**src/rtl/mem_port_arbiter.sv**
```systemverilog
// mem_port_arbiter
//   Shares one single-port word memory (async read, sync write) between an
//   instruction-fetch requester (I, read-only) and a load/store requester
//   (D, read/write). D has priority; a starvation counter forces an I grant
//   after STARVE_LIMIT consecutive D grants while I is waiting.
//   Each access walks IDLE -> ACCESS -> RESP, so one access per 3 cycles max.
//
// Ports
//   clk, reset            clock, synchronous active-high reset
//   i_req/i_addr          I request (held until i_ack) and byte address
//   i_ack/i_rdata         I completion pulse and read data
//   d_req/d_we/d_addr/    D request (held until d_ack), write enable,
//   d_wdata                 byte address, write data
//   d_ack/d_rdata/d_err   D completion pulse, read data, misalignment error
//   mem_addr/mem_din      memory byte address and write data
//   mem_read/mem_write    memory read / write enables
//   mem_dout              memory read data, combinational from mem_addr
module mem_port_arbiter #(
  parameter int unsigned STARVE_LIMIT = 4,
  parameter int unsigned ADDR_W       = 32
) (
  input  logic              clk,
  input  logic              reset,
  input  logic              i_req,
  input  logic [ADDR_W-1:0] i_addr,
  output logic              i_ack,
  output logic [31:0]       i_rdata,
  input  logic              d_req,
  input  logic              d_we,
  input  logic [ADDR_W-1:0] d_addr,
  input  logic [31:0]       d_wdata,
  output logic              d_ack,
  output logic [31:0]       d_rdata,
  output logic              d_err,
  output logic [ADDR_W-1:0] mem_addr,
  output logic [31:0]       mem_din,
  output logic              mem_read,
  output logic              mem_write,
  input  logic [31:0]       mem_dout
);

  localparam int unsigned CNT_W = $clog2(STARVE_LIMIT + 1);

  typedef enum logic [1:0] {
    IDLE   = 2'd0,
    ACCESS = 2'd1,
    RESP   = 2'd2
  } state_t;

  state_t            state_q, state_d;
  logic              owner_d_q, owner_d_d;   // 1 = D owns the access, 0 = I
  logic [ADDR_W-1:0] addr_q, addr_d;
  logic              we_q, we_d;
  logic [31:0]       wdata_q, wdata_d;
  logic              misal_q, misal_d;
  logic [CNT_W-1:0]  starve_q, starve_d;
  logic              i_ack_q, i_ack_d;
  logic              d_ack_q, d_ack_d;
  logic              d_err_q, d_err_d;
  logic [31:0]       i_rdata_q, i_rdata_d;
  logic [31:0]       d_rdata_q, d_rdata_d;
  logic              mem_read_q, mem_read_d;
  logic              mem_write_q, mem_write_d;

  logic force_i;
  logic grant_d;
  logic grant_i;
  logic d_misal;

  // Grant decision: D wins unless I has waited out the starvation limit.
  always_comb begin
    force_i = i_req && (starve_q == CNT_W'(STARVE_LIMIT));
    grant_d = d_req && !force_i;
    grant_i = i_req && !grant_d;
    d_misal = |d_addr[1:0];
  end

  // State register and all output/holding registers.
  always_ff @(posedge clk) begin
    if (reset) begin
      state_q     <= IDLE;
      owner_d_q   <= 1'b0;
      addr_q      <= '0;
      we_q        <= 1'b0;
      wdata_q     <= '0;
      misal_q     <= 1'b0;
      starve_q    <= '0;
      i_ack_q     <= 1'b0;
      d_ack_q     <= 1'b0;
      d_err_q     <= 1'b0;
      i_rdata_q   <= '0;
      d_rdata_q   <= '0;
      mem_read_q  <= 1'b0;
      mem_write_q <= 1'b0;
    end else begin
      state_q     <= state_d;
      owner_d_q   <= owner_d_d;
      addr_q      <= addr_d;
      we_q        <= we_d;
      wdata_q     <= wdata_d;
      misal_q     <= misal_d;
      starve_q    <= starve_d;
      i_ack_q     <= i_ack_d;
      d_ack_q     <= d_ack_d;
      d_err_q     <= d_err_d;
      i_rdata_q   <= i_rdata_d;
      d_rdata_q   <= d_rdata_d;
      mem_read_q  <= mem_read_d;
      mem_write_q <= mem_write_d;
    end
  end

  // Next-state and next-output logic.
  always_comb begin
    state_d     = state_q;
    owner_d_d   = owner_d_q;
    addr_d      = addr_q;
    we_d        = we_q;
    wdata_d     = wdata_q;
    misal_d     = misal_q;
    starve_d    = starve_q;
    i_ack_d     = 1'b0;
    d_ack_d     = 1'b0;
    d_err_d     = 1'b0;
    i_rdata_d   = i_rdata_q;
    d_rdata_d   = d_rdata_q;
    mem_read_d  = 1'b0;
    mem_write_d = 1'b0;

    case (state_q)
      IDLE: begin
        // Starvation count only tracks D grants that overtake a waiting I.
        if (!i_req) begin
          starve_d = '0;
        end else if (grant_d) begin
          if (starve_q != CNT_W'(STARVE_LIMIT)) begin
            starve_d = starve_q + CNT_W'(1);
          end
        end else begin
          starve_d = '0;
        end

        if (grant_d) begin
          owner_d_d   = 1'b1;
          addr_d      = d_addr;
          we_d        = d_we;
          wdata_d     = d_wdata;
          misal_d     = d_misal;
          mem_read_d  = !d_we && !d_misal;
          mem_write_d = d_we && !d_misal;
          state_d     = ACCESS;
        end else if (grant_i) begin
          owner_d_d   = 1'b0;
          addr_d      = i_addr;
          we_d        = 1'b0;
          misal_d     = 1'b0;
          mem_read_d  = 1'b1;
          state_d     = ACCESS;
        end
      end

      ACCESS: begin
        // Memory is addressed this cycle; capture read data at the closing edge.
        state_d = RESP;
        if (owner_d_q) begin
          d_ack_d = 1'b1;
          d_err_d = misal_q;
          if (!we_q && !misal_q) begin
            d_rdata_d = mem_dout;
          end
        end else begin
          i_ack_d   = 1'b1;
          i_rdata_d = mem_dout;
        end
      end

      RESP: begin
        state_d = IDLE;
      end

      default: begin
        state_d = IDLE;
      end
    endcase
  end

  assign i_ack    = i_ack_q;
  assign i_rdata  = i_rdata_q;
  assign d_ack    = d_ack_q;
  assign d_rdata  = d_rdata_q;
  assign d_err    = d_err_q;
  assign mem_addr = addr_q;
  assign mem_din  = wdata_q;
  assign mem_read = mem_read_q;
  // A reset arriving mid-ACCESS must not let the pending write commit.
  assign mem_write = mem_write_q && !reset;

endmodule
```
**config.mk**
```make
export PLATFORM = sky130hd
export DESIGN_NAME = mem_port_arbiter
export DESIGN_NICKNAME = d
export VERILOG_FILES = /design/src/rtl/mem_port_arbiter.sv
export SDC_FILE = /design/constraint.sdc
export NUM_CORES = 1
export LEC_CHECK = 0
export ABC_AREA = 1
export CAP_MARGIN = 20
export CORE_MARGIN = 2
export CORE_UTILIZATION = 41
export CTS_BUF_LIST = sky130_fd_sc_hd__clkbuf_16
export CTS_CLUSTER_DIAMETER = 40
export DETAILED_ROUTE_END_ITERATION = 10
export GPL_TIMING_DRIVEN = 0
export MAX_ROUTING_LAYER = met4
export PLACE_DENSITY = 0.87
export REMOVE_ABC_BUFFERS = 1
export SLEW_MARGIN = 10
export SYNTH_ARGS = -nofsm -noshare
export SYNTH_HDL_FRONTEND = slang
export SYNTH_SLANG_ARGS = --single-unit
```
**constraint.sdc**
```tcl
create_clock -name clk -period 2.15 [get_ports clk]
set_clock_uncertainty 0.15 [all_clocks]
set_input_delay 0.5375 -clock clk [delete_from_list [all_inputs] [get_ports clk]]
set_output_delay 0.5375 -clock clk [all_outputs]
set_load 0.02 [all_outputs]
```
==> results.md <==
* Status: complete, no violations
* Switching Power at 1940 uW
* Antenna-violating nets left at 0
* Ports at 266
* WP depth at 1
* CTS tree: built
* Number of global-route vias before repair at 5269
* Slew HR at 0.476
* Crit-path slowest cell: clkdlybuf4s50_1
* CTS max path bufs at 2
* Final hold slack at 0.308 ns
* Pin count of the biggest net entering global routing at 75
* Routed vias/inst at 4.95
* Combinational share of power at 0.200
* Crit Path Class: reg2out
* Core ar. at 13300 um2
* Final worst path period need at 2.08 ns
* Syn Inst Count at 740
* Worst vdd ir at 0.488 mV
* WHS Path Cells at 2
* Hold WC Path Type: reg2reg
* Switching share of total power at 0.263
* CTS root buf: clkbuf_16
* Starting Density at 0.421
* CP arrival at 1.40 ns
* Flops & latches, synth at 141
* RD Place Congestion at 0.773
* Clock power share at 0.408
* Crit-path cells: clkdlybuf4s50_1
* Register area at 2820 um2
* Die width at 121 um
* Htree depth at 4
* Critical path startpoint category: flip-flop
* # nets final at 1119
* Sequential power share at 0.392
* Area delta synth->final at 61.3%
* Worst Setup End Kind: output pin
* Vias at 5808
* Slew Limit Fails at 0
* R2R depth at 8
* CTS clk-pin slew, worst paths at 0.06 ns
* Global-route usage over all layers at 0.240
* Top Family by Delay on Critical Path: buffers and inverters
* TritonCTS Buffers at 17
* Internal power at 5430 uW
* DRC viols at 0
* Share of cells above drive strength 1 at 0.0572
* Final worst-path cycle share at 0.970
* Synth top area share at 0.504
* Drt wl/cell at 14.9 um
* Cell variety after synth at 23
* Final Hold Viols at 0
* Pwr per Cell Area at 816 nW/um2
* DRT Pass-1 Iters at 5
* Post-Syn Area per Cell at 7.57 um2
* Port Buffers at 265
* Cell Area, Synth at 5600 um2
* Area occupied by multi-input gates at 2380 um2
* Max Fanout on Critical Path at 2
* CTS Sinks at 141
* Fmax at 0.480 GHz
* Worst EP required at 1.46 ns
* Synth warn at 0
* Total grt overflow at 0
* Layout Cells excl Fill at 1173
* HPWL after DPL at 11200 um
* Final setup viols at 0
* Number of placed instances, taps included at 1132
* Top cells by area, synth: dfxtp_1 (50%), nand2_1 (12%), nand3_1 (8.7%)
* Max incr delay on CP at 0.64 ns
* Die Area at 14600 um2
* Max_cap viols at 0
* First-pass GRT wire length at 26500 um
* DRT Wirelength at 17500 um
* Crit path buffers/inverters at 1
* Diode count at 0
* Leading area contributor after synthesis: dfxtp_1
* Antenna violations before repair at 0
* Rows at 42
* Leak at 0.00362 uW
* Die Span Y at 121 um
* Worst-skew pair later-pin latency at 0.41 ns
* Register area share after synthesis at 0.504
* Worst slew pin tran at 0.785 ns
* Fillers at 1075
* Initial DRC Count at 406
==> cell families (layout without fill, tap and decap cells) <==
family,after synthesis,count (layout),synth area share
and+or+nand+nor,360,363,0.271
DFF,141,141,0.504
AOI/OAI and AO/OA,135,135,0.136
buffers and inverters,101,355,0.0826
adders and majority gates,2,2,0.00447
xor gates and xnor gates,1,1,0.00156
==> stage by stage <==
step / setup slack [ns] / setup TNS [ns] / total power (uW) / area [um2] / util
global placement: -3.81 / -370.49 / 4320 / 8190 / 0.616
CTS: 0.0314 / 0 / 7410 / 8990 / 0.676
finish: 0.0655 / 0 / 7380 / 9030 / 0.680
global route: -0.0348 / -0.134 / 7690 / 9030 / 0.680
detailed placement: -1.48 / -125.01 / 4370 / 8290 / 0.623
floorplan: -0.351 / -15.33 / 3580 / 5320 / -
==> flip-flops by register name (all words and copies together), names as in the netlist <==
register,count
state_q,2
we_q,1
d_rdata,32
i_rdata,32
starve_q,3
i_ack,1
misal_q,1
d_err,1
mem_din,32
owner_d_q,1
mem_read,1
d_ack,1
mem_addr,32
mem_write_q,1
==> Yosys cell counts (all sizes together) <==
master and n:
a21oi 68, o21ai 34, dfxtp 141, nand4 1
o21a 32, inv 48, nor2 79, nand3 100
xnor2 1, ha 2, nor3 5, clkbuf 26
nand2 175, buf 27, o211ai 1
==> per-layer routing <==
metal  track usage  wire length [um]  vias up
met5             -                 0        -
met4         0.114               510        0
met3        0.0710              1540       34
met2         0.388              8390      261
met1         0.273              7090     2621
li1              -                 -     2892
==> final timing paths <==
check        slack [ns]      endpoint        start
max reg2reg        0.07  mem_addr[18]  starve_q[1]
min                0.31    i_rdata[3]   i_rdata[3]
min reg2reg        0.31    i_rdata[3]   i_rdata[3]
max                0.07   mem_din[22]  mem_din[22]
==> power by group through the flow <==
stage / combinational [uW] / clock [uW] / sequential (uW)
CTS: 1470 / 3050 / 2890
global placement: 1380 / 0 / 2930
global route: 1600 / 3180 / 2910
detailed placement: 1430 / 0 / 2940
finish: 1480 / 3010 / 2890
floorplan: 432 / 0 / 3150
==> placed cells by master, fill, tap and decap left out, types with 3 or more instances in the layout <==
cell type / synthesis / routed
nor2_4: 2 / 3
o21a_1: 32 / 32
nor3_1: 5 / 5
clkdlybuf4s50_1: 0 / 261
inv_1: 45 / 44
nand3_1: 97 / 97
buf_4: 5 / 5
nand2_1: 174 / 173
bufinv_16: 0 / 4
clkinv_1: 0 / 3
o21ai_0: 33 / 33
a21oi_1: 68 / 68
clkinvlp_4: 0 / 3
nor2_1: 76 / 76
clkinv_2: 0 / 4
buf_12: 0 / 4
nand3_4: 0 / 3
dfxtp_1: 141 / 141
clkbuf_16: 0 / 17
==> final cells by class <==
| class | count | area share |
|---|---|---|
| flip-flops and latches | 141 | 0.312 |
| inverters | 48 | 0.0223 |
| multi-input cells | 501 | 0.263 |
| clock inverters | 15 | 0.0198 |
| well taps | 176 | 0.0244 |
| repair buffers | 274 | 0.310 |
| repair inverters | 1 | 0.000554 |
| clock buffers | 17 | 0.0471 |
==> repair_timing <==
action                                  in CTS  in global routing
hold buffers                                 0                  0
setup buffers                                3                  2
gates resized for setup                     16                  2
cloned                                       3                  1
pin swaps                                    5                  1
endpoints found under the setup margin     135                 51
No activity file was read; power rests on OpenSTA's default activity.
